### src/rtl/miriscv_irq_ctrl.sv
// miriscv_irq_ctrl: masks and prioritises external interrupt lines and holds one request to the core until it is acknowledged
module miriscv_irq_ctrl #(
  parameter int N_IRQ = 16,
  parameter bit EDGE  = 1'b1
) (
  input  logic        clk,
  input  logic        rst_n_i,
  input  logic [31:0] irq_i,
  input  logic [31:0] mie_i,
  input  logic        int_rst_i,
  output logic        interr_o,
  output logic [31:0] mcause_o
);
  localparam logic [31:0] LINE_MASK = 32'hFFFF_FFFF >> (32 - N_IRQ);
  typedef enum logic [1:0] {IDLE, ACTIVE, CLEAR} state_e;
  state_e      state_q, state_d;
  logic [31:0] pend_q, pend_d, irq_prev_q, eligible, clr, mcause_q, mcause_d;
  logic [4:0]  id_q, id_d, pick;
  logic        interr_q, interr_d;
  assign eligible = (EDGE ? pend_q : irq_i) & mie_i & LINE_MASK;
  assign pend_d   = (pend_q & ~clr) | (irq_i & ~irq_prev_q);
  always_comb begin
    pick = '0;
    for (int i = 31; i >= 0; i--) if (eligible[i]) pick = 5'(i);
  end
  always_comb begin
    state_d  = state_q;
    interr_d = interr_q;
    mcause_d = mcause_q;
    id_d     = id_q;
    clr      = '0;
    case (state_q)
      IDLE: if (|eligible) begin
        id_d     = pick;
        mcause_d = {1'b1, 26'b0, pick};
        interr_d = 1'b1;
        state_d  = ACTIVE;
      end
      ACTIVE: if (int_rst_i) begin
        clr      = 32'd1 << id_q;
        interr_d = 1'b0;
        state_d  = CLEAR;
      end
      default: state_d = IDLE;
    endcase
  end
  always_ff @(posedge clk) begin
    if (!rst_n_i) begin
      state_q    <= IDLE;
      pend_q     <= '0;
      irq_prev_q <= '0;
      id_q       <= '0;
      interr_q   <= 1'b0;
      mcause_q   <= '0;
    end else begin
      state_q    <= state_d;
      pend_q     <= pend_d;
      irq_prev_q <= irq_i;
      id_q       <= id_d;
      interr_q   <= interr_d;
      mcause_q   <= mcause_d;
    end
  end
  assign interr_o = interr_q;
  assign mcause_o = mcause_q;
endmodule
### config.mk
export PLATFORM = sky130hd
export DESIGN_NAME = miriscv_irq_ctrl
export DESIGN_NICKNAME = d
export VERILOG_FILES = /design/src/rtl/miriscv_irq_ctrl.sv
export SDC_FILE = /design/constraint.sdc
export NUM_CORES = 1
export LEC_CHECK = 0
export BUFFER_PORTS_ARGS = -buffer_cell sky130_fd_sc_hd__buf_2
export CORE_MARGIN = 1
export CORE_UTILIZATION = 40
export CTS_BUF_LIST = sky130_fd_sc_hd__clkbuf_8
export DETAILED_ROUTE_END_ITERATION = 16
export HOLD_SLACK_MARGIN = 0.12
export PLACE_DENSITY = 0.8
export SLEW_MARGIN = 20
export SYNTH_ARGS = -nofsm -noshare
export SYNTH_HDL_FRONTEND = slang
export SYNTH_SLANG_ARGS = --single-unit
### constraint.sdc
create_clock -name clk -period 4.1 [get_ports clk]
set_clock_uncertainty 0.15 [all_clocks]
set_input_delay 0.82 -clock clk [delete_from_list [all_inputs] [get_ports clk]]
set_output_delay 0.82 -clock clk [all_outputs]
set_load 0.005 [all_outputs]
-- Word-level counts from Yosys, hierarchy flattened
Cells that the tools add are included.
- output and inout bits: 33
- latch bits: 0
- register bits after elaboration: 78
- word-level logic and storage cells: 46
- memories: 0
- memory bits (read-only): 0
- input port bits: 67
- bits in writable memories: 0
- add/subtract/negate cells: 0
- reductions and logical operators: 6
- order comparisons: 0
- equal/unequal tests: 3
- multiply operators: 0
- shift operators: 1
- bitwise logic cells: 6
- muxes and demuxes: 24
- divide/modulo/power cells: 0
- operators with widths (operator ; count):
    2-to-1 mux 5 bit ; 14
    AND 32 bit ; 2
    2-to-1 mux 32 bit ; 2
    inverter 32 bit ; 2
    OR 32 bit ; 1
    << shifter 1 x 5 -> 32 bit (first input constant) ; 1
    AND 16 bit ; 1
    OR reduction 16 bit ; 1
    2-to-1 mux 4 bit ; 2
    2-to-1 mux 2 bit ; 2
    != test 2 bit (second input constant) ; 2
    one-hot mux 2 bit (2 select lines) ; 1
    AND reduction 2 bit ; 2
    AND reduction 3 bit ; 1
    equality test 2 x 1 -> 1 bit (second input constant) ; 1
    zero test 2 bit ; 1
    2-to-1 mux 1 bit ; 2
    one-hot mux 1 bit (2 select lines) ; 1
    nonzero test 2 bit ; 1

-- Logic depth before layout (Yosys ltp)
- depth after elaboration: 17
- depth in mapped cells: 6
- depth with buffers taken out: 5

-- Worst setup path after synthesis
Ideal clock, no wire load.
- kind: input-to-reg
- start point: in mie_i[5]
- end point: reg id_q[2]
- required time: 3.835 ns
- path buffers: 1
- data arrival time: 1.922 ns
- setup slack: 1.914 ns
- library setup time: 0.115 ns
- stages: 6
- cells stage by stage: a22o_1 > o41ai_2 > nand2b_1 > buf_6 > o311a_1 > o21a_1
- word-level cells in the longest chain between the ends: 7
- elaborated cells between the ends (all ways): 9
- classes of those cells: 6 x mux; 1 x bitwise; 2 x reduce/logical
- RTL lines (element ; line ; text):
    start: declaration ; 9 ; input logic [31:0] mie_i,
    AND 16 bit * ; 20 ; assign eligible = (EDGE ? pend_q : irq_i) & mie_i & LINE_MASK;
    2-to-1 mux 5 bit (6 in series) ; 24 ; for (int i = 31; i >= 0; i--) if (eligible[i]) pick = 5'(i);
    end signal: assignment ; 59 ; id_q <= id_d;
    end: declaration ; 18 ; logic [4:0] id_q, id_d, pick;
Mark *: on every way between the ends. The rest lies on a longest branch, timed or not.
A chain may end at the register's enable or synchronous reset.

-- Worst setup path after layout
Ends and elaborated chain as after synthesis.

==> run_summary.xml <==
<?xml version="1.0" encoding="UTF-8"?>
<metrics>
  <group name="drt">
    <metric name="post_drt_via_cell_ratio" unit="">4.90</metric>
    <metric name="first_iter_violations" unit="">71</metric>
    <metric name="drt_pass1_iterations" unit="">4</metric>
    <metric name="via_count" unit="">1466</metric>
    <metric name="wl_met3" unit="um">255</metric>
    <metric name="top_layer" unit="">met4</metric>
    <metric name="wl_met1" unit="mm">1.55</metric>
    <metric name="post-route-drc-count" unit="">0</metric>
    <metric name="ant_nets" unit="">0</metric>
    <metric name="routed_wire_length_on_met2" unit="mm">1.61</metric>
    <metric name="wl_per_cell" unit="um">11.7</metric>
    <metric name="total_wire_length" unit="mm">3.49</metric>
  </group>
  <group name="power_and_ir_drop">
    <metric name="switching_share" unit="">0.274</metric>
    <metric name="power.combinational.fraction" unit="">0.168</metric>
    <metric name="cellLeakagePower" unit="nW">0.931</metric>
    <metric name="power_report.internal_total" unit="mW">0.619</metric>
    <metric name="share_seq_of_total_power" unit="">0.518</metric>
    <metric name="clock_power_share" unit="">0.314</metric>
    <metric name="switching_power" unit="mW">0.233</metric>
    <metric name="power_density" unit="nW/um^2">420</metric>
    <metric name="vdd_drop_max" unit="mV">0.303</metric>
  </group>
  <group name="synth">
    <metric name="syn_inst" unit="">205</metric>
    <metric name="synth_edf_count" unit="">0</metric>
    <metric name="yosys_most_used_dff" unit="">sky130_fd_sc_hd__dfxtp_1</metric>
    <metric name="ys_seq_elements" unit="">40</metric>
    <metric name="synthesis.yosys.warnings" unit="">0</metric>
    <metric name="synth.top_cell.area_share" unit="">0.444</metric>
    <metric name="ys_top_cells_by_count" unit="">40 x sky130_fd_sc_hd__dfxtp_1, 27 x sky130_fd_sc_hd__buf_4, 22 x sky130_fd_sc_hd__a21oi_1, 19 x sky130_fd_sc_hd__nand2b_1</metric>
    <metric name="top_post_synthesis_cells_by_area" unit="">sky130_fd_sc_hd__dfxtp_1 44%, sky130_fd_sc_hd__buf_4 11%, sky130_fd_sc_hd__nand2b_1 6.6%, sky130_fd_sc_hd__a21oi_1 6.1%, sky130_fd_sc_hd__and2_1 5.9%</metric>
    <metric name="post_synth.cell_area_avg" unit="um^2">8.79</metric>
    <metric name="leading_cell_type_by_number_of_instances_after_synthesis" unit="">sky130_fd_sc_hd__dfxtp_1</metric>
    <metric name="yosys.cell_types.count" unit="">30</metric>
    <metric name="synth_async_sr_flop_share" unit="">0</metric>
    <metric name="yosys.area.top_type" unit="">sky130_fd_sc_hd__dfxtp_1</metric>
    <metric name="seq_area_frac_synth" unit="">0.444</metric>
    <metric name="post_synth_instance_area" unit="um^2">1800</metric>
  </group>
  <group name="critical_path">
    <metric name="worst-endpoint-required" unit="ns">4.15</metric>
    <metric name="worst_setup_path_end_kind" unit="">flop</metric>
    <metric name="r2r_cells" unit="">5</metric>
    <metric name="worst_setup_path_start_kind" unit="">primary input</metric>
    <metric name="timing.critical_path.cells" unit="">buf_2, a22o_1, o41ai_2, nand2b_1, o311a_1, o21a_1</metric>
    <metric name="timing.critical_path.slowest_stage_cell" unit="">sky130_fd_sc_hd__o41ai_2</metric>
    <metric name="worst-setup-path-type" unit="">primary input to flop</metric>
    <metric name="critical_path.top_delay_family" unit="">compound AO/OA/AOI/OAI gates</metric>
    <metric name="critical_path_arrival" unit="ns">2.25</metric>
    <metric name="cp.depth" unit="">6</metric>
    <metric name="worstPathMaxFanout" unit="">9</metric>
    <metric name="timing.critical_path.slowest_cell_delay" unit="ns">0.39</metric>
    <metric name="worstPathBufferInverterCount" unit="">1</metric>
  </group>
  <group name="global_routing">
    <metric name="grt.total_usage" unit="">0.156</metric>
    <metric name="globalRouteOverflowTotal" unit="">0</metric>
    <metric name="grt_first_pass_wirelength" unit="mm">5.75</metric>
    <metric name="grt_pass1_vias" unit="">1259</metric>
    <metric name="initial_antenna_violation_count" unit="">0</metric>
    <metric name="grt_start_max_net_pins" unit="">24</metric>
  </group>
  <group name="layout">
    <metric name="area_growth" unit="%">12.6</metric>
    <metric name="final_layout_size_suffix_gt1_frac" unit="">0.206</metric>
    <metric name="final_net_count" unit="">313</metric>
    <metric name="antennaDiodeCount" unit="">0</metric>
  </group>
  <group name="sta">
    <metric name="fin_crit_sh" unit="">0.537</metric>
    <metric name="timing.fmax" unit="MHz">454</metric>
    <metric name="maxSlewViolCount" unit="">0</metric>
    <metric name="timing.hold.ws" unit="ns">0.327</metric>
    <metric name="report.final.hold_viol_count" unit="">0</metric>
    <metric name="max_slew_margin" unit="">0.596</metric>
    <metric name="unrepaired_setup_endpoints_after_global_routing" unit="">false</metric>
    <metric name="tightestPinTransition" unit="ns">0.605</metric>
    <metric name="final.setup.tns" unit="ns">0</metric>
    <metric name="report.final.setup_viol" unit="">0</metric>
    <metric name="min_period" unit="ns">2.20</metric>
  </group>
  <group name="run_status">
    <metric name="status" unit="">complete, no violations</metric>
  </group>
  <group name="clock_tree">
    <metric name="cts_resized" unit="">0</metric>
    <metric name="clock-sinks" unit="">40</metric>
    <metric name="clock_tree_from_tritoncts" unit="">yes</metric>
    <metric name="cts-buffers-inserted" unit="">5</metric>
    <metric name="clockBufferDepth" unit="">2</metric>
    <metric name="clkLatencyLatePin" unit="ns">0.30</metric>
    <metric name="cts_hold_buffers_added" unit="">0</metric>
    <metric name="cts_root_buffer" unit="">sky130_fd_sc_hd__clkbuf_8</metric>
    <metric name="cts.reportedPaths.clkPinSlew" unit="ns">0.07</metric>
    <metric name="cts_post_setup_buffers_inserted" unit="">0</metric>
    <metric name="htree_levels" unit="">2</metric>
  </group>
  <group name="min_path">
    <metric name="hold-path-cell-count" unit="">2</metric>
    <metric name="hold_path.class" unit="">flop to flop</metric>
  </group>
  <group name="floorplan">
    <metric name="initial_core_util" unit="">0.414</metric>
    <metric name="floorplan.die_area" unit="um^2">4780</metric>
    <metric name="die_width" unit="um">69.1</metric>
    <metric name="io_pins" unit="">100</metric>
    <metric name="placeableCoreArea" unit="um^2">4350</metric>
    <metric name="num_rows" unit="">24</metric>
    <metric name="vertical_die_dimension" unit="um">69.1</metric>
  </group>
  <group name="placement">
    <metric name="placement.io_buffers" unit="">40</metric>
    <metric name="hpwl" unit="mm">2.62</metric>
    <metric name="gpl.final_weighted_congestion" unit="">0.856</metric>
  </group>
  <group name="run">
    <metric name="cap_viol_max_count" unit="">0</metric>
  </group>
</metrics>
## final cells by class
type | count | area, um^2
tap | 52 | 65.1
inverter | 3 | 11.3
fill | 445 | 2330
clock inverter | 2 | 10.0
multi-input combinational | 156 | 858
timing repair buffer | 40 | 200
sequential | 40 | 801
clock buffer | 6 | 82.6
## final timing paths
path	end	from	slack (ns)
hold reg to reg	mcause_o[31]	mcause_o[31]	0.33
setup / recovery	id_q[2]	mie_i[5]	1.90
setup reg to reg	id_q[2]	pend_q[5]	2.22
hold / removal	mcause_o[31]	mcause_o[31]	0.33
## flip-flops by register name, summed over array words and instances, names as in the netlist
name and flops:
pend_q 16, mcause_o 2, state_q 2, id_q 3
interr_o 1, irq_prev_q 16
## worst reg2reg max path: cells and delay by family (launching register included)
family / cells / cell delay [ns]
and+or+nand+nor: 1 / 0.27
AOI/OAI and AO/OA: 4 / 1.03
DFF: 1 / 0.34
## per-layer routing
| layer | GRT usage | up-vias |
|---|---|---|
| met3 | 0.0526 | 7 |
| li1 | - | 734 |
| met4 | 0.0726 | 0 |
| met1 | 0.200 | 655 |
| met5 | 0 | - |
| met2 | 0.235 | 70 |
## power by group through the flow
| stage | clock, mW | sequential (mW) | combinational [mW] |
|---|---|---|---|
| global placement | 0 | 0.449 | 0.140 |
| finish | 0.268 | 0.442 | 0.143 |
| global route | 0.294 | 0.447 | 0.162 |
| floorplan | 0 | 0.447 | 0.115 |
| CTS | 0.275 | 0.442 | 0.143 |
| detailed placement | 0 | 0.451 | 0.142 |
## placed cells by master (no fill, tap or decap), types with 2 or more instances in the layout
cell type | Yosys | final
sky130_fd_sc_hd__a21oi_1 | 22 | 22
sky130_fd_sc_hd__a22o_1 | 5 | 5
sky130_fd_sc_hd__a22oi_1 | 5 | 5
sky130_fd_sc_hd__a32oi_1 | 3 | 3
sky130_fd_sc_hd__and2_1 | 17 | 17
sky130_fd_sc_hd__buf_2 | 0 | 40
sky130_fd_sc_hd__clkbuf_8 | 0 | 6
sky130_fd_sc_hd__clkinv_2 | 0 | 2
sky130_fd_sc_hd__conb_1 | 1 | 27
sky130_fd_sc_hd__dfxtp_1 | 40 | 40
sky130_fd_sc_hd__inv_1 | 3 | 3
sky130_fd_sc_hd__nand2_1 | 14 | 14
sky130_fd_sc_hd__nand2b_1 | 19 | 19
sky130_fd_sc_hd__nand3_1 | 2 | 2
sky130_fd_sc_hd__nor2_1 | 10 | 10
sky130_fd_sc_hd__o21ai_0 | 17 | 17
sky130_fd_sc_hd__or3_1 | 2 | 2
## metrics by stage
| stage | std cells | instance area (um^2) | power (mW) | worst slack [ns] | utilization |
|---|---|---|---|---|---|
| floorplan | 231 | 1900 | 0.562 | 1.91 | - |
| global placement | 291 | 1940 | 0.589 | 1.61 | 0.445 |
| detailed placement | 291 | 1940 | 0.593 | 1.61 | 0.445 |
| CTS | 299 | 2030 | 0.859 | 1.92 | 0.466 |
| global route | 299 | 2030 | 0.903 | 1.80 | 0.466 |
| finish | 299 | 2030 | 0.853 | 1.90 | 0.466 |
## cell families after synthesis
logic type,synth area share
AND/OR/NAND/NOR,0.199
AO/OA/AOI/OAI,0.222
flip-flops,0.444
buffers and inverters,0.133
other,0.00208
No activity file was read; power rests on OpenSTA's default activity.
